<file path="config.mk">
export PLATFORM = sky130hd
export DESIGN_NAME = regfile_wb_arbiter_flat
export DESIGN_NICKNAME = d
export VERILOG_FILES = /design/src/rtl/regfile_wb_arbiter_pkg.sv /design/src/rtl/regfile_wb_arbiter_if.sv /design/src/rtl/regfile_wb_arbiter_rr.sv /design/src/rtl/regfile_wb_arbiter.sv /design/src/flat_wrapper.sv
export SDC_FILE = /design/constraint.sdc
export NUM_CORES = 1
export LEC_CHECK = 0
export CAP_MARGIN = 20
export CELL_PAD_IN_SITES_DETAIL_PLACEMENT = 1
export CELL_PAD_IN_SITES_GLOBAL_PLACEMENT = 2
export CORE_MARGIN = 4
export CORE_UTILIZATION = 30
export CTS_BUF_LIST = sky130_fd_sc_hd__clkbuf_4
export CTS_CLUSTER_DIAMETER = 120
export DETAILED_ROUTE_END_ITERATION = 12
export DONT_BUFFER_PORTS = 1
export PLACE_DENSITY = 0.79
export SLEW_MARGIN = 15
export SYNTH_ARGS = -nofsm -noshare
export SYNTH_HDL_FRONTEND = slang
export SYNTH_SLANG_ARGS = --single-unit
</file>
<file path="constraint.sdc">
create_clock -name CLK -period 3.7 [get_ports CLK]
set_clock_uncertainty 0.05 [all_clocks]
set_input_delay 0.37 -clock CLK [delete_from_list [all_inputs] [get_ports CLK]]
set_output_delay 0.37 -clock CLK [all_outputs]
set_load 0.01 [all_outputs]
</file>
<file path="src/rtl/regfile_wb_arbiter_pkg.sv">
// rv_pkg: shared register-file constants used by the writeback arbiter slice.
//   XLEN   - data width
//   AW     - register address width
//   NREG   - number of architectural registers
//   REG_X0 - index of the hardwired-zero register
package rv_pkg;

    localparam int unsigned XLEN   = 32;
    localparam int unsigned AW     = 5;
    localparam int unsigned NREG   = 1 << AW;
    localparam int unsigned REG_X0 = 0;

endpackage

</file>
<file path="src/rtl/regfile_wb_arbiter_if.sv">
// regfile_wb_arbiter_if: bundle between the writeback sources / decode stage
// and the register-file writeback arbiter.
//   req/req_addr/req_data/ack      - per-source writeback handshake (flattened)
//   rsv_en/rsv_addr                - destination reservation at issue
//   rs1_addr/rs2_addr/hazard1/2    - decode-stage busy lookups
//   wb_en/wb_addr/wb_data          - registered register-file write port
// slave: the arbiter. master: the units around it.
interface regfile_wb_arbiter_if #(
    parameter int unsigned N_REQ = 3,
    parameter int unsigned XLEN  = 32,
    parameter int unsigned AW    = 5
);

    logic [N_REQ-1:0]      req;
    logic [N_REQ*AW-1:0]   req_addr;
    logic [N_REQ*XLEN-1:0] req_data;
    logic [N_REQ-1:0]      ack;
    logic                  rsv_en;
    logic [AW-1:0]         rsv_addr;
    logic [AW-1:0]         rs1_addr;
    logic [AW-1:0]         rs2_addr;
    logic                  hazard1;
    logic                  hazard2;
    logic                  wb_en;
    logic [AW-1:0]         wb_addr;
    logic [XLEN-1:0]       wb_data;

    modport slave (
        input  req, req_addr, req_data, rsv_en, rsv_addr, rs1_addr, rs2_addr,
        output ack, hazard1, hazard2, wb_en, wb_addr, wb_data
    );

    modport master (
        output req, req_addr, req_data, rsv_en, rsv_addr, rs1_addr, rs2_addr,
        input  ack, hazard1, hazard2, wb_en, wb_addr, wb_data
    );

endinterface

</file>
<file path="src/rtl/regfile_wb_arbiter_rr.sv">
// rr_arbiter: combinational round-robin pick.
//   req     - request vector
//   ptr     - index where the search starts (always < N)
//   gnt     - one-hot grant, zero when no request
//   gnt_idx - index of the granted bit (0 when no request)
module rr_arbiter #(
    parameter  int unsigned N  = 3,
    localparam int unsigned PW = (N > 1) ? $clog2(N) : 1
) (
    input  logic [N-1:0]  req,
    input  logic [PW-1:0] ptr,
    output logic [N-1:0]  gnt,
    output logic [PW-1:0] gnt_idx
);

    always_comb begin
        int unsigned idx;
        logic        found;
        logic [PW-1:0] sel;
        gnt     = '0;
        gnt_idx = '0;
        found   = 1'b0;
        idx     = 0;
        sel     = '0;
        for (int unsigned k = 0; k < N; k++) begin
            // ptr < N, so one conditional subtract is enough to wrap
            idx = int'(ptr) + k;
            if (idx >= N) idx = idx - N;
            sel = PW'(idx);
            if (!found && req[sel]) begin
                found    = 1'b1;
                gnt[sel] = 1'b1;
                gnt_idx  = sel;
            end
        end
    end

endmodule

</file>
<file path="src/rtl/regfile_wb_arbiter.sv">
// regfile_wb_arbiter: shares the single register-file write port between
// N_REQ writeback sources with round-robin arbitration, registers the chosen
// write, and keeps a busy scoreboard for decode-stage RAW hazard checks.
//   CLK - clock, all state on posedge
//   RST - synchronous reset, active-low
//   bus - handshake, reservation, hazard and writeback signals (slave side)
module regfile_wb_arbiter
    import rv_pkg::*;
#(
    parameter  int unsigned N_REQ = 3,
    parameter  int unsigned XLEN  = rv_pkg::XLEN,
    parameter  int unsigned AW    = rv_pkg::AW,
    localparam int unsigned PW    = (N_REQ > 1) ? $clog2(N_REQ) : 1,
    localparam int unsigned NR    = 1 << AW
) (
    input logic                 CLK,
    input logic                 RST,
    regfile_wb_arbiter_if.slave bus
);

    logic [PW-1:0]    ptr;
    logic [NR-1:0]    busy;
    logic [NR-1:0]    busy_nxt;
    logic [N_REQ-1:0] gnt;
    logic [PW-1:0]    gnt_idx;
    logic             grant;
    logic [AW-1:0]    sel_addr;
    logic [XLEN-1:0]  sel_data;

    rr_arbiter #(.N(N_REQ)) u_arb (
        .req     (bus.req),
        .ptr     (ptr),
        .gnt     (gnt),
        .gnt_idx (gnt_idx)
    );

    // Nothing is granted while reset is held, so pending requests are dropped.
    assign grant   = RST && (|gnt);
    assign bus.ack = RST ? gnt : '0;

    // One-hot AND-OR mux of the granted source's address and data
    always_comb begin
        sel_addr = '0;
        sel_data = '0;
        for (int unsigned i = 0; i < N_REQ; i++) begin
            sel_addr = sel_addr | (bus.req_addr[i*AW +: AW] & {AW{gnt[i]}});
            sel_data = sel_data | (bus.req_data[i*XLEN +: XLEN] & {XLEN{gnt[i]}});
        end
    end

    // Clear is applied before set so a same-edge reserve of the retiring
    // register leaves it busy for the new producer.
    always_comb begin
        busy_nxt = busy;
        if (grant) busy_nxt[sel_addr] = 1'b0;
        if (bus.rsv_en) busy_nxt[bus.rsv_addr] = 1'b1;
        busy_nxt[REG_X0] = 1'b0;
    end

    always_ff @(posedge CLK) begin
        if (!RST) begin
            ptr         <= '0;
            busy        <= '0;
            bus.wb_en   <= 1'b0;
            bus.wb_addr <= '0;
            bus.wb_data <= '0;
        end else begin
            busy <= busy_nxt;
            if (grant) begin
                ptr         <= (gnt_idx == PW'(N_REQ - 1)) ? '0 : gnt_idx + 1'b1;
                bus.wb_en   <= (sel_addr != AW'(REG_X0));
                bus.wb_addr <= sel_addr;
                bus.wb_data <= sel_data;
            end else begin
                bus.wb_en <= 1'b0;
            end
        end
    end

    // Lookups see only the state from the last edge; no bypass from wb_*.
    assign bus.hazard1 = busy[bus.rs1_addr];
    assign bus.hazard2 = busy[bus.rs2_addr];

endmodule

</file>
<file path="src/flat_wrapper.sv">
// flat-port wrapper written by rule: the top's interface ports become plain ports
module regfile_wb_arbiter_flat import rv_pkg::*;
#(
    parameter  int unsigned N_REQ = 3,
    parameter  int unsigned XLEN  = rv_pkg::XLEN,
    parameter  int unsigned AW    = rv_pkg::AW,
    localparam int unsigned PW    = (N_REQ > 1) ? $clog2(N_REQ) : 1,
    localparam int unsigned NR    = 1 << AW
)
  (CLK, RST, bus_req, bus_req_addr, bus_req_data, bus_rsv_en, bus_rsv_addr, bus_rs1_addr, bus_rs2_addr, bus_ack, bus_hazard1, bus_hazard2, bus_wb_en, bus_wb_addr, bus_wb_data);
  regfile_wb_arbiter_if #(.N_REQ(N_REQ), .XLEN(XLEN), .AW(AW)) bus_i ();
  input logic CLK;
  input logic RST;
  input wire logic [$bits(bus_i.req)-1:0] bus_req;
  input wire logic [$bits(bus_i.req_addr)-1:0] bus_req_addr;
  input wire logic [$bits(bus_i.req_data)-1:0] bus_req_data;
  input wire logic [$bits(bus_i.rsv_en)-1:0] bus_rsv_en;
  input wire logic [$bits(bus_i.rsv_addr)-1:0] bus_rsv_addr;
  input wire logic [$bits(bus_i.rs1_addr)-1:0] bus_rs1_addr;
  input wire logic [$bits(bus_i.rs2_addr)-1:0] bus_rs2_addr;
  output wire logic [$bits(bus_i.ack)-1:0] bus_ack;
  output wire logic [$bits(bus_i.hazard1)-1:0] bus_hazard1;
  output wire logic [$bits(bus_i.hazard2)-1:0] bus_hazard2;
  output wire logic [$bits(bus_i.wb_en)-1:0] bus_wb_en;
  output wire logic [$bits(bus_i.wb_addr)-1:0] bus_wb_addr;
  output wire logic [$bits(bus_i.wb_data)-1:0] bus_wb_data;
  assign bus_i.req = bus_req;
  assign bus_i.req_addr = bus_req_addr;
  assign bus_i.req_data = bus_req_data;
  assign bus_i.rsv_en = bus_rsv_en;
  assign bus_i.rsv_addr = bus_rsv_addr;
  assign bus_i.rs1_addr = bus_rs1_addr;
  assign bus_i.rs2_addr = bus_rs2_addr;
  assign bus_ack = bus_i.ack;
  assign bus_hazard1 = bus_i.hazard1;
  assign bus_hazard2 = bus_i.hazard2;
  assign bus_wb_en = bus_i.wb_en;
  assign bus_wb_addr = bus_i.wb_addr;
  assign bus_wb_data = bus_i.wb_data;
  regfile_wb_arbiter #(.N_REQ(N_REQ), .XLEN(XLEN), .AW(AW)) u_core (.CLK(CLK), .RST(RST), .bus(bus_i));
endmodule
</file>
==> flow_metrics.py <==
metrics = {
    "outcome": {
        "status": "finished clean",
    },
    "logic_synthesis": {
        "ys_seq_elements": 71,
        "async_flop_share_pct": 0,
        "synth.largest_area_cell": "dfxtp_1",
        "synth.yosys.warnings": 0,
        "syn_avg_cell_area_um2": 8.96,
        "yosysSeqAreaShare_pct": 33.5,
        "synth_top_cell_area_share_pct": 33.5,
        "synth_cell_types": 53,
        "synth_edf_count": 0,
        "synth_area_leaders": "dfxtp_1, mux4_2, o211a_1",
        "synthCells": 474,
        "synth_ff_type": "dfxtp_1",
        "syn_nets": 610,
        "syn_area_mm2": 0.00425,
    },
    "timing": {
        "grt_setup_unrepaired": "no",
        "setup_viol": 0,
        "clock.fmax_mhz": 294,
        "tightest_slew_ns": 0.698,
        "maxSlewViolCount": 0,
        "post-route-period-util_pct": 92.0,
        "post-route-min-period_ns": 3.40,
        "fin_tns_setup_ns": 0,
        "hold_viol_final": 0,
        "holdWs_ns": 0.0462,
        "slew-limit-headroom_pct": 52.9,
    },
    "critical_path": {
        "worstReg2RegStart": "u_core.ptr[0]$_SDFFE_PN0N_",
        "arrival_ns": 2.98,
        "worstPathRequired_ns": 3.28,
        "cp_max_fo": 33,
        "endpoint_kind": "primary output",
        "cp-start-kind": "flip-flop",
        "regToRegSetupSlack_ns": 0.31,
        "rr_worst_depth": 10,
        "path_class": "reg -> out",
        "timing.rr.end": "u_core.busy[5]$_SDFF_PN0_",
    },
    "clocking": {
        "cts-buffers-inserted": 9,
        "post_cts_buffers": 0,
        "cts_root_buf": "clkbuf_4",
        "htree_levels": 3,
        "clk-insertion-delay-late_ns": 0.42,
        "clock_path_buffers": 2,
        "path_clk_slew_ns": 0.11,
        "cts_tree": "yes",
        "cts_sinks": 71,
    },
    "detailed_routing": {
        "wl_per_cell_um": 24.6,
        "via_per_inst": 6.38,
        "route.detailed.drc": 0,
        "drtIter0Drc": 351,
        "firstDrtPassIters": 7,
        "ant_nets": 0,
        "wirelength_mm": 15.7,
        "vias": 4062,
    },
    "hold_path": {
        "holdPathEnd": "u_core.busy[20]$_SDFF_PN0_",
        "min-delay-start": "RST",
        "whs_path_depth": 2,
        "hp-class": "in -> reg",
    },
    "power_and_ir_drop": {
        "p_seq_share_pct": 37.2,
        "p_int_mw": 1.60,
        "power.net_switching_mw": 1.31,
        "cellLeakagePower_nw": 1.85,
        "p_clk_share_pct": 15.1,
        "vdd_ir_drop_max_mv": 0.242,
        "powerDensity_mw_per_mm2": 642,
        "p_sw_share_pct": 45.1,
        "combPwrFrac_pct": 47.7,
    },
    "global_routing": {
        "antenna_found_initial": 1,
        "grt_overflow": 0,
        "grt_max_degree": 47,
        "track_usage_pct": 19.3,
        "grt_pass1_wl_mm": 24.1,
        "grt_pass1_vias": 4191,
    },
    "place": {
        "gp_congestion": 0.837,
        "port_buffers": 0,
        "place.detailed.hpwl_mm": 11.2,
    },
    "final_layout": {
        "nNetsFinal": 588,
        "sequential_cell_area_mm2": 0.00142,
        "multi_input_area_mm2": 0.00261,
        "drive_gt1_share_pct": 14.0,
        "area.growth.synth_to_final_pct": 6.69,
        "layout_commonest_cell": "dfxtp_1",
        "layout_common_cells": "dfxtp_1, nand2_1, nor2_1",
        "fillCellCount": 1649,
        "utilization_pct": 32.6,
    },
    "floorplanning": {
        "ioPinCount": 175,
        "initial_utilization_pct": 30.6,
        "placement_rows": 43,
        "die_y_um": 127,
        "die_area_mm2": 0.0161,
        "design.core.area_mm2": 0.0139,
        "die_w_um": 127,
    },
    "job": {
        "maxCapViolations": 0,
    },
}
==> synthesized netlist by cell type, types with 5 or more instances <==
cell type,number
a31oi_1,17
nand2_1,63
a222oi_1,36
inv_1,6
dfxtp_1,71
and2_1,6
nor2_1,51
buf_2,10
buf_1,7
o211a_1,37
o21ai_0,35
clkbuf_1,27
mux4_2,18
a41oi_1,16
nor2b_1,5
==> per-layer routing <==
metal / vias up / wire length, um / global-route usage [%]
met5: - / 0 / 0
met4: 0 / 445 / 7.70
met3: 29 / 1150 / 4.51
met2: 198 / 7870 / 33.2
met1: 2024 / 6190 / 23.3
li1: 1811 / - / -
==> metrics by stage <==
step	instances	power [mW]	setup WS, ns	cell area (um^2)
floorplan	474	2.12	0.929	4250
global placement	617	2.41	0.604	4360
detailed placement	617	2.46	0.330	4360
CTS	635	2.93	0.190	4510
global route	637	3.15	0.00818	4530
finish	637	2.91	0.297	4530
==> area by class of cell <==
class	instances	share of cell area, %
multi-input combinational	348	57.7
clock buffer	13	2.15
tap	180	4.97
inverter	7	0.580
clock inverter	2	0.193
timing repair buffer	15	3.01
antenna	1	0.0552
sequential	71	31.4
==> timing repair <==
action	4_1_cts	5_1_grt
endpoints found under the hold margin	46	2
hold buffers	3	1
gates resized for setup	0	2
setup endpoints to repair	0	2
==> how the worst max path moves through the flow <==
stage                                           from                          to  slack, ns  depth (start not counted)
after floorplan           u_core.ptr[0]$_SDFFE_PN0N_  u_core.busy[25]$_SDFF_PN0_       0.93                         11
after global placement    u_core.ptr[1]$_SDFFE_PN0N_   u_core.busy[5]$_SDFF_PN0_       0.60                         10
after detailed placement  u_core.ptr[1]$_SDFFE_PN0N_   u_core.busy[8]$_SDFF_PN0_       0.33                         10
after CTS                 u_core.ptr[0]$_SDFFE_PN0N_                  bus_ack[0]       0.19                          8
after global routing      u_core.ptr[0]$_SDFFE_PN0N_   u_core.busy[5]$_SDFF_PN0_      0.008                         10
final                     u_core.ptr[0]$_SDFFE_PN0N_                  bus_ack[0]       0.30                          8
==> power groups by stage <==
stage / combinational (mW) / sequential [mW] / clock, mW
6_report: 1.39 / 1.08 / 0.440
5_1_grt: 1.55 / 1.10 / 0.504
4_1_cts: 1.38 / 1.09 / 0.461
3_5_place_dp: 1.36 / 1.11 / 0
3_3_place_gp: 1.31 / 1.10 / 0
2_1_floorplan: 1.08 / 1.05 / 0
==> worst max-delay path: stages, from the launching register on <==
cell and delay, ns:
dfxtp_1 0.40, inv_1 0.08, ha_1 0.46, clkinv_1 0.29, nor2_1 0.25, a221oi_2 0.10
a22oi_2 0.41, buf_6 0.32, and2_1 0.23
==> state kept, by name (all words and copies together) (netlist names) <==
name                cells
u_core.ptr              2
u_core.bus.wb_addr      5
u_core.bus.wb_en        1
u_core.busy            31
u_core.bus.wb_data     32
==> kinds of logic (layout without fill, tap and decap cells) <==
kind of cell    after synthesis  after routing  synth area share [%]
simple gates                156            156                  17.0
compound gates              163            163                  31.2
mux                          25             25                  11.5
flops                        71             71                  33.5
fa+ha+maj                     4              4                  1.18
buf+inv                      55             37                  5.60
other cells                   0              1                     0
Power figures use the tool's default switching activity.
